--- config.mk ---
export PLATFORM = sky130hd
export DESIGN_NAME = lsu_ctrl
export DESIGN_NICKNAME = d
export VERILOG_FILES = /design/src/rtl/lsu_pkg.sv /design/src/rtl/lsu_align.sv /design/src/rtl/lsu_ctrl.sv
export SDC_FILE = /design/constraint.sdc
export NUM_CORES = 1
export LEC_CHECK = 0
export BUFFER_PORTS_ARGS = -buffer_cell sky130_fd_sc_hd__buf_4
export CAP_MARGIN = 10
export CORE_MARGIN = 2
export CORE_UTILIZATION = 25
export CTS_CLUSTER_DIAMETER = 200
export DETAILED_ROUTE_END_ITERATION = 7
export GPL_ROUTABILITY_DRIVEN = 0
export MAX_ROUTING_LAYER = met4
export PLACE_DENSITY = 0.57
export REMOVE_ABC_BUFFERS = 1
export SYNTH_ARGS = -nofsm -noshare
export SYNTH_HDL_FRONTEND = slang
export SYNTH_SLANG_ARGS = --single-unit
--- constraint.sdc ---
create_clock -name clk_i -period 6.9 [get_ports clk_i]
set_input_delay 0.345 -clock clk_i [delete_from_list [all_inputs] [get_ports clk_i]]
set_output_delay 0.345 -clock clk_i [all_outputs]
set_load 0.1 [all_outputs]
--- src/rtl/lsu_pkg.sv ---
// Shared types, funct3 encodings and access-legality check for the load/store sequencer.
package lsu_pkg;

  localparam int unsigned XLEN = 32;
  localparam int unsigned BE_W = XLEN / 8;

  typedef enum logic [1:0] {
    ST_IDLE,
    ST_ISSUE,
    ST_WAIT,
    ST_RESP
  } lsu_state_e;

  localparam logic [2:0] F3_B  = 3'b000;
  localparam logic [2:0] F3_H  = 3'b001;
  localparam logic [2:0] F3_W  = 3'b010;
  localparam logic [2:0] F3_BU = 3'b100;
  localparam logic [2:0] F3_HU = 3'b101;

  // Access is rejected before touching memory: unknown width, unsigned store, or misalignment.
  function automatic logic access_err(input logic we, input logic [2:0] funct3,
                                      input logic [1:0] off);
    logic bad_f3;
    logic bad_st;
    logic bad_h;
    logic bad_w;
    bad_f3 = !(funct3 inside {F3_B, F3_H, F3_W, F3_BU, F3_HU});
    bad_st = we && funct3[2];
    bad_h  = ((funct3 == F3_H) || (funct3 == F3_HU)) && off[0];
    bad_w  = (funct3 == F3_W) && (off != 2'b00);
    return bad_f3 || bad_st || bad_h || bad_w;
  endfunction

endpackage

--- src/rtl/lsu_align.sv ---
// Byte-lane steering: store enables/replication and load lane extraction with extension.
module lsu_align
  import lsu_pkg::*;
(
  input  logic [2:0]      funct3,
  input  logic [1:0]      off,
  input  logic [XLEN-1:0] wdata,
  input  logic [XLEN-1:0] rdata,
  output logic [BE_W-1:0] be,
  output logic [XLEN-1:0] wdata_lanes,
  output logic [XLEN-1:0] rdata_ext
);

  logic [XLEN-1:0] shifted;

  always_comb begin
    be          = 4'b1111;
    wdata_lanes = wdata;
    case (funct3[1:0])
      2'b00: begin
        be          = BE_W'(4'b0001 << off);
        wdata_lanes = {4{wdata[7:0]}};
      end
      2'b01: begin
        be          = BE_W'(4'b0011 << {off[1], 1'b0});
        wdata_lanes = {2{wdata[15:0]}};
      end
      default: ;
    endcase
  end

  // Addressed byte/halfword moved down to bit 0 before extension.
  always_comb begin
    shifted   = rdata >> {off, 3'b000};
    rdata_ext = shifted;
    case (funct3)
      F3_B:    rdata_ext = {{24{shifted[7]}}, shifted[7:0]};
      F3_H:    rdata_ext = {{16{shifted[15]}}, shifted[15:0]};
      F3_BU:   rdata_ext = {24'd0, shifted[7:0]};
      F3_HU:   rdata_ext = {16'd0, shifted[15:0]};
      default: ;
    endcase
  end

endmodule

--- src/rtl/lsu_ctrl.sv ---
// Load/store sequencer: accepts one access, runs the memory req/gnt/rvalid handshake,
// returns extended load data or an error, and stalls the pipeline while busy.
module lsu_ctrl
  import lsu_pkg::*;
#(
  parameter int unsigned ADDR_W = 32
) (
  input  logic              clk_i,
  input  logic              rst_i,
  input  logic              req_valid_i,
  output logic              req_ready_o,
  input  logic              req_we_i,
  input  logic [2:0]        req_funct3_i,
  input  logic [ADDR_W-1:0] req_addr_i,
  input  logic [XLEN-1:0]   req_wdata_i,
  output logic              rsp_valid_o,
  output logic [XLEN-1:0]   rsp_rdata_o,
  output logic              rsp_err_o,
  output logic              stall_o,
  output logic              mem_req_o,
  output logic              mem_we_o,
  output logic [ADDR_W-1:0] mem_addr_o,
  output logic [BE_W-1:0]   mem_be_o,
  output logic [XLEN-1:0]   mem_wdata_o,
  input  logic              mem_gnt_i,
  input  logic              mem_rvalid_i,
  input  logic [XLEN-1:0]   mem_rdata_i
);

  lsu_state_e      state;
  lsu_state_e      state_d;
  logic            accept;
  logic            capture;
  logic            err_c;
  logic            we_q;
  logic [2:0]      funct3_q;
  logic [1:0]      off_q;
  logic [2:0]      funct3_sel;
  logic [1:0]      off_sel;
  logic [BE_W-1:0] be;
  logic [XLEN-1:0] wdata_lanes;
  logic [XLEN-1:0] rdata_ext;

  // Lane logic sees the live request while idle and the latched request afterwards.
  assign funct3_sel = (state == ST_IDLE) ? req_funct3_i : funct3_q;
  assign off_sel    = (state == ST_IDLE) ? req_addr_i[1:0] : off_q;
  assign err_c      = access_err(req_we_i, req_funct3_i, req_addr_i[1:0]);

  lsu_align u_align (
    .funct3      (funct3_sel),
    .off         (off_sel),
    .wdata       (req_wdata_i),
    .rdata       (mem_rdata_i),
    .be          (be),
    .wdata_lanes (wdata_lanes),
    .rdata_ext   (rdata_ext)
  );

  always_ff @(posedge clk_i or posedge rst_i) begin
    if (rst_i) state <= ST_IDLE;
    else       state <= state_d;
  end

  always_comb begin
    state_d     = state;
    req_ready_o = 1'b0;
    stall_o     = 1'b0;
    accept      = 1'b0;
    capture     = 1'b0;
    case (state)
      ST_IDLE: begin
        req_ready_o = 1'b1;
        stall_o     = req_valid_i;
        if (req_valid_i) begin
          accept  = 1'b1;
          state_d = err_c ? ST_RESP : ST_ISSUE;
        end
      end
      ST_ISSUE: begin
        stall_o = 1'b1;
        if (mem_gnt_i) state_d = we_q ? ST_RESP : ST_WAIT;
      end
      ST_WAIT: begin
        stall_o = 1'b1;
        if (mem_rvalid_i) begin
          capture = 1'b1;
          state_d = ST_RESP;
        end
      end
      ST_RESP: state_d = ST_IDLE;
      default: state_d = ST_IDLE;
    endcase
  end

  // Request latch and registered memory/response outputs.
  always_ff @(posedge clk_i or posedge rst_i) begin
    if (rst_i) begin
      we_q        <= 1'b0;
      funct3_q    <= 3'd0;
      off_q       <= 2'd0;
      mem_req_o   <= 1'b0;
      mem_we_o    <= 1'b0;
      mem_addr_o  <= '0;
      mem_be_o    <= '0;
      mem_wdata_o <= '0;
      rsp_valid_o <= 1'b0;
      rsp_err_o   <= 1'b0;
      rsp_rdata_o <= '0;
    end else begin
      if (accept) begin
        we_q     <= req_we_i;
        funct3_q <= req_funct3_i;
        off_q    <= req_addr_i[1:0];
      end
      mem_req_o <= (state_d == ST_ISSUE);
      if (accept && !err_c) begin
        mem_we_o    <= req_we_i;
        mem_addr_o  <= {req_addr_i[ADDR_W-1:2], 2'b00};
        mem_be_o    <= be;
        mem_wdata_o <= req_we_i ? wdata_lanes : '0;
      end else if ((state == ST_ISSUE) && mem_gnt_i) begin
        mem_we_o    <= 1'b0;
        mem_addr_o  <= '0;
        mem_be_o    <= '0;
        mem_wdata_o <= '0;
      end
      rsp_valid_o <= (state_d == ST_RESP);
      rsp_err_o   <= accept && err_c;
      rsp_rdata_o <= capture ? rdata_ext : '0;
    end
  end

endmodule
* Word-level counts from Yosys, hierarchy flattened
Index checks and enable logic that the tools add are counted. Widths: inputs -> output; s select.
Word-level totals: register bits 112, bits of input ports 105, output and inout port bits 106, word-level logic and storage cells 74
Operators by class: equal/unequal tests 13, shifts and indexed selects 3, mux-type cells 26, reductions and logical operators 20
Operator list (number):
- $mux 32 | 5
- $pmux 32 s4 | 1
- $pmux 32 s2 | 1
- $shr 32x5->32 | 1
- $eq 3x3->1 const B | 4
- $mux 2 | 5
- $mux 1 | 8
- $mux 4 | 2
- $pmux 2 s4 | 1
- $pmux 4 s2 | 1
- $eq 2x1->1 const B | 3
- $eq 2x2->1 const B | 3
- $eq 3x1->1 const B | 2
- $logic_and 1x1->1 | 6
- $logic_not 3->1 | 2
- $reduce_bool 5->1 | 1
- $logic_not 2->1 | 2
- $logic_or 1x1->1 | 4
- $reduce_bool 2->1 | 2
- $shl 1x2->4 const A | 1
- $shl 2x2->4 const A | 1
- $eq 3x2->1 const B | 1
- $mux 3 | 1
- $logic_not 1->1 | 2
- 2 further kinds | 2

* Logic depth before layout (Yosys ltp)
Gate-level depths: netlist of run 1.
word-level depth 10, mapped depth 10, depth with buffers taken out 6

* Cells and area by module
A second synthesis of run 1 with hierarchy kept.
Unflattened totals: cells, all modules 538, area total of the unflattened synthesis 5522.8 µm²
By module, submodules not included:
- lsu_ctrl | instances 1, cells each 348, area an instance 4225.3 µm², sequential area each 2752.6 µm²
- lsu_align | instances 1, cells each 190, area an instance 1297.5 µm², sequential area each 0.0 µm²

* Worst setup path after synthesis of run 1
Ideal clock, no wire load.
path kind register to output, from reg state[0], to out stall_o, arrival 3.098 ns, data required time 6.555 ns, slack 3.457 ns, stages on the path, launching flop included 8, buffers on the path 3, cells stage by stage dfrtp_1 -> inv_1 -> ha_1 -> buf_6 -> buf_8 -> buf_6 -> a21oi_1 -> nor2_1
Between the ends: longest elaborated chain between the ends 3, elaborated cells between the ends (all ways) 5, those cells by class eq/ne: 2; mux: 1; reduce/logical: 2
RTL lines:
- from (decl) | RTL line lsu_ctrl.sv:30 | lsu_state_e state;
- from (signal assigned) | RTL line lsu_ctrl.sv:61 | else state <= state_d;
- $eq 2x1->1 or $eq 2x2->1 (tied branches) | RTL line lsu_ctrl.sv:70 | case (state)
- $reduce_or 2->1 (no source line)
- $pmux 1 s2 (*) | RTL line lsu_ctrl.sv:70
- to (decl) | RTL line lsu_ctrl.sv:19 | output logic stall_o,
Mark *: on every way between the ends. The rest lies on a longest branch, timed or not.

* Worst setup path in the final report of run 1
from reg state[0], to reg mem_wdata_o[30]
Between the ends: longest elaborated chain between the ends 6, elaborated cells between the ends (all ways) 12, those cells by class eq/ne: 2; mux: 5; reduce/logical: 5
RTL lines:
- $logic_not 2->1 | RTL line lsu_ctrl.sv:45, lsu_ctrl.sv:70
- $mux 3 | RTL line lsu_ctrl.sv:45 | assign funct3_sel = (state == ST_IDLE) ? req_funct3_i : funct3_q;
- $eq 2x1->1 or $logic_not 2->1 (tied branches) | RTL line lsu_align.sv:19 | case (funct3[1:0])
- $pmux 32 s2 | RTL line lsu_align.sv:19
- $mux 32 | RTL line lsu_ctrl.sv:120 | mem_wdata_o <= req_we_i ? wdata_lanes : '0;
- $mux 32 | RTL line lsu_ctrl.sv:116 | if (accept && !err_c) begin
- to (signal assigned) | RTL line lsu_ctrl.sv:120
- to (decl) | RTL line lsu_ctrl.sv:24 | output logic [XLEN-1:0] mem_wdata_o,
Parallel ways exist; a longest one is shown, timed or not. A chain may end at the register's enable or synchronous reset.

==> out/results.ini, run 1 <==
[drt]
wl_per_cell_um=17.3
ant_nets=0
wirelength_mm=15.4
drc=0
dr.pass1.iters=4
drt-initial-drc-count=174
viasPerCell=4.66
vias=4170

[layout]
n_fill_cell=1997
fin_nets=728
area_delta_synth_final_pct=39.4
diodes=0
multiInputGateArea_sq_um=2120
seq_area_sq_um=2750
final_cell_area_sq_um=7110
drive_gt1_share_pct=42.1
final_common_cell=buf_4
final_cell_mix=buf_4, dfrtp_1, a22o_1

[global_routing]
grtUsageMet3_pct=2.80
antenna_found_initial=0
use_met2_pct=23.1
grt_pass1_wl_mm=23.9
grt-ovfl-total=0
grt_max_degree=72
grt_pass1_vias=4268
grt_use_total_pct=14.5
grtUsageMet1_pct=18.6
top_usage_layer=met2

[cts]
cts_tree=yes
ctsHoldBuffers=0
cts_resized=0
cts.sinks=110
clock_latency_ps=350
cts_setup_buffers=0
clkSlewWorstSetupHoldPaths_ps=70
numCtsBuffers=9
clockBufferDepth=2
cts-htree-levels=3
cts_root_buf=clkbuf_16

[synth]
syn_avg_cell_area_sq_um=11.9
synth_flop_cell=dfrtp_1
synth_area_leaders=dfrtp_1, a22o_1, mux2i_1
synth_seq_cells=110
netlist.top_cell.by_area=dfrtp_1
yosysTopAreaCellShare_pct=54.0
ys_seq_area_share_pct=54.0
ys_warn_count=0
synth.distinct_cells=55
synth_edf_count=0
syn_inst=428
syn_area_sq_um=5100
ys_async_sr_fraction_pct=100

[setup_path]
endpoint_kind=register
cp.arrival_ps=3630
worstSetupPathType=register to register
cp-start-kind=register
rr_startpoint=state[0]
cp.required_ps=7130
cp-endpoint=mem_wdata_o[30]
rrSetupSlack_ps=3500
crit_fanout=67
crit_path_start=state[0]
rr_worst_depth=8
r2r_end=mem_wdata_o[30]

[placement]
placed_area_sq_um=6830
dp_hpwl_mm=11.3
numPortBuffers=208

[floorplan]
die_x_um=147
ios=211
fp.coreArea_sq_um=20100
rows=52
start_util_pct=25.4
die-height_um=147
dieArea_sq_um=21600

[timing]
finalSetupViolations=0
fin_tns_setup_ps=0
slew_violations=0
finClkSkew_ps=8.54
slew_headroom_pct=28.7
period_needed_ps=3400
rsz0062_at_grt=no
period_share_pct=49.2
fmax_mhz=295
worst_pin_slew_ps=1070
hold_viol=0

[outcome]
status=completed

[job]
drv_cap=0

[worst_hold_path]
worst_hold_path_type=primary input to async pin

per-stage QoR:
stage / utilization, % / setup slack, ps / hold WS [ps] / instances
global route: 35.4 / 3220 / 55.0 / 894
CTS: 35.4 / 3520 / 40.9 / 894
global placement: 34.0 / 3680 / 408 / 878
floorplan: - / 2660 / 450 / 395
detailed placement: 34.0 / 3540 / 428 / 878
finish: 35.4 / 3500 / 15.6 / 894
area by class of cell:
class,instances,share of cell area [%]
flip-flops and latches,110,38.7
multi-input cells,279,29.7
repair buffers,213,22.5
well taps,270,4.75
clock buffers,9,3.17
clock inverters,7,0.809
inverters,6,0.352
cells by family (layout without fill, tap and decap cells):
kind of cell / after synthesis / after routing / share of synthesized area (%)
other: 1 / 2 / 0.0735
flip-flops: 110 / 110 / 54.0
AO/OA/AOI/OAI: 131 / 131 / 21.3
AND/OR/NAND/NOR: 104 / 104 / 10.4
adder cells (fa/ha/maj): 4 / 4 / 0.981
multiplexers: 38 / 38 / 8.41
buffers and inverters: 40 / 235 / 4.86
state kept, by name, summed over array words and instances (netlist names):
register     flops
we_q             1
rsp_valid_o      1
off_q            2
funct3_q         3
rsp_err_o        1
rsp_rdata_o     32
mem_be_o         4
mem_addr_o      30
state            2
mem_wdata_o     32
mem_we_o         1
mem_req_o        1
cells in the mapped netlist, types with 8 or more instances:
cell type and instances:
a21oi_1 11, mux2_2 13, nor2_1 11, a31oi_1 8, nand3_1 10, a22o_1 58
o2bb2ai_1 8, mux2i_1 19, nand2_1 44, a22oi_1 8, buf_2 11, dfrtp_1 110
nand2b_1 20
critical path, cell delays in order, from the launching register on:
cell and delay, ps:
dfrtp_1 430, inv_1 100, ha_1 870, nand2_1 430, o21ba_1 340, buf_4 370
a21oi_4 30, buf_4 340, a22o_1 330
routing by layer:
metal  vias up  share of wire, %
met5         -                 0
met4         0               2.0
met3        19               5.7
met2       137                49
met1      2049                44
li1       1965                 -
how the worst min path moves through the flow:
stage / slack (ps) / startpoint / to / depth (start not counted)
floorplan: 450 / we_q / we_q / 1
global placement: 410 / rst_i / mem_addr_o[25] / 2
detailed placement: 430 / rst_i / mem_addr_o[23] / 2
CTS: 40 / rst_i / mem_addr_o[23] / 2
global route: 50 / rst_i / mem_addr_o[23] / 2
finish: 20 / rst_i / mem_addr_o[23] / 2
Power of run 1 is left out: the tool's default activity adds up to more than one toggle a clock period on the data nets, which glitch-free logic cannot reach.
==> run 2, diff against run 1 <==
--- a/config.mk
+++ b/config.mk
@@ -5,6 +5,7 @@
 export SDC_FILE = /design/constraint.sdc
 export NUM_CORES = 1
 export LEC_CHECK = 0
+export ABC_AREA = 1
 export BUFFER_PORTS_ARGS = -buffer_cell sky130_fd_sc_hd__buf_4
 export CAP_MARGIN = 10
 export CORE_MARGIN = 2
==> constraint.sdc (replaced) <==
create_clock -name clk_i -period 3.3 [get_ports clk_i]
set_input_delay 0.165 -clock clk_i [delete_from_list [all_inputs] [get_ports clk_i]]
set_output_delay 0.165 -clock clk_i [all_outputs]
set_load 0.1 [all_outputs]
==> out/results.ini, run 2 <==
[synth]
syn_area_sq_um=5380
ys_seq_area_share_pct=51.2
synthXorXnorAreaFrac_pct=0
synth-simple-area-share_pct=27.6
synth-adder-area-share_pct=0.930
syn_avg_cell_area_sq_um=8.53
synth_area_leaders=dfrtp_1, nand3_1, nand2_1
yosysTopAreaCellShare_pct=51.2
synth_compound_area_share_pct=12.4
synth.distinct_cells=31
ys_async_sr_fraction_pct=100
netlist.top_cell.by_area=dfrtp_1
synth_flop_cell=dfrtp_1
synth_seq_cells=110
synth_top_family_by_area=simple AND/OR/NAND/NOR gates
synth_edf_count=0
netlist_top_cells_count=dfrtp_1, nand2_1, nand3_1, o21ai_0, inv_1
syn_inst=631
ys_warn_count=0
synthMuxAreaShare_pct=0

[layout]
drive_gt1_share_pct=34.0
fin_cells=1098
final_cell_mix=buf_4, dfrtp_1, nand2_1
final_common_cell=buf_4
area_delta_synth_final_pct=39.1
fin_nets=927
diodes=0
final_cell_area_sq_um=7480
reg.largest.list=mem_wdata_o (32), rsp_rdata_o (32), mem_addr_o (30)

[setup_path]
slowest_stage=ha_1
endpoint_kind=register
crit_chain=inv_1 -> ha_1 -> inv_8 -> nand2_2 -> nand2_4 -> nand2_2 -> nand3_1 -> nand3_1 -> nand3_4 -> nand2_4 -> nor2_1
critPathTopFamily=simple AND/OR/NAND/NOR gates
cp-start-kind=register
cp.required_ps=3540
worstSetupPathType=register to register
crit_fanout=36
critPathBufInv=2
cp.arrival_ps=2940
cpPeakStageDelay_ps=510

[timing]
hold_viol=0
finClkSkew_ps=7.70
worst_pin_slew_ps=743
rsz0062_at_grt=no
finalSetupViolations=0
slew_violations=0
fin_hold_ws_ps=33.9
slew_headroom_pct=50.3
period_needed_ps=2700
fin_tns_setup_ps=0
fmax_mhz=371
period_share_pct=81.8

[placement]
placed_area_sq_um=7180
placedCellCount=1081
numPortBuffers=208
dp_hpwl_mm=12.2

[cts]
cts_root_buf=clkbuf_16
clockBufferDepth=2
ctsHoldBuffers=1
cts-htree-levels=3
clkSlewWorstSetupHoldPaths_ps=80
cts_tree=yes
cts_resized=0
numCtsBuffers=9
cts_setup_buffers=0
cts.sinks=110
clock_latency_ps=360

[floorplan]
rows=53
die-height_um=151
fp.coreArea_sq_um=21100
die_x_um=151
start_util_pct=25.5
ios=211
dieArea_sq_um=22700

[worst_hold_path]
worst_hold_path_type=primary input to register

[drt]
wl_per_cell_um=15.9
vias=4999
wirelength_mm=17.5
viasPerCell=4.55
drt-initial-drc-count=219
ant_nets=0
drc=0
dr.pass1.iters=4

[global_routing]
antenna_found_initial=0
grt_pass1_wl_mm=26.6
grt-ovfl-total=0
grt_max_degree=64
grt_pass1_vias=4870
grt_use_total_pct=15.5

[job]
drv_cap=0

[outcome]
status=completed

==> run 2: cell count changes in the layout (fill, tap and decap cells not counted), sizes merged, moves of 27 or more <==
cell,previous run,this run
nor2,12,39
o21ai,8,78
inv,8,58
nand3,10,110
a22o,58,0
nand2,44,123
==> run 2: logic make-up after synthesis <==
family	after synthesis
DFF	110
buffers and inverters	97
other	1
AOI/OAI and AO/OA	123
adders and majority gates	4
and+or+nand+nor	296
==> run 2: metal layers <==
layer,up-vias,wire length (um),GRT usage [%]
li1,2464,-,-
met1,2352,7800,19.9
met2,164,8210,24.8
met3,19,1210,3.64
met4,0,223,4.21
met5,-,0,-
==> run 2: worst register-to-register path, stage by stage (launching register included) <==
cell     delay (ps)
dfrtp_1         440
inv_1           110
ha_1            510
inv_8            90
nand2_2         100
nand2_4         200
nand2_2         330
nand3_1         180
nand3_1         150
nand3_4         100
nand2_4         300
nor2_1           90
==> run 2: layout make-up <==
cell class	instances	area [sq um]
timing repair buffer	218	1660
fill	2255	13600
sequential	110	2750
multi-input combinational	425	2220
clock buffer	10	229
inverter	54	213
tap	275	344
clock inverter	6	60.1
==> run 2: worst paths after layout <==
check	slack, ps	to	from	cells past startpoint
worst max-delay path	600	rsp_rdata_o[18]	state[0]	11
worst min-delay path	30	mem_addr_o[14]	req_addr_i[14]	3
worst max register to register	600	rsp_rdata_o[18]	state[0]	11
worst min register to register	490	funct3_q[2]	funct3_q[2]	2
max in group asynchronous	2070	funct3_q[2]	rst_i	4
min in group asynchronous	460	mem_addr_o[26]	rst_i	3
==> run 2: metrics by stage <==
stage | utilization [%] | setup WS, ps
2_1_floorplan | - | -795
3_3_place_gp | 34.1 | 674
3_5_place_dp | 34.1 | 584
4_1_cts | 35.5 | 577
5_1_grt | 35.5 | 328
6_report | 35.5 | 602
Power of run 2 is left out for the same reason.
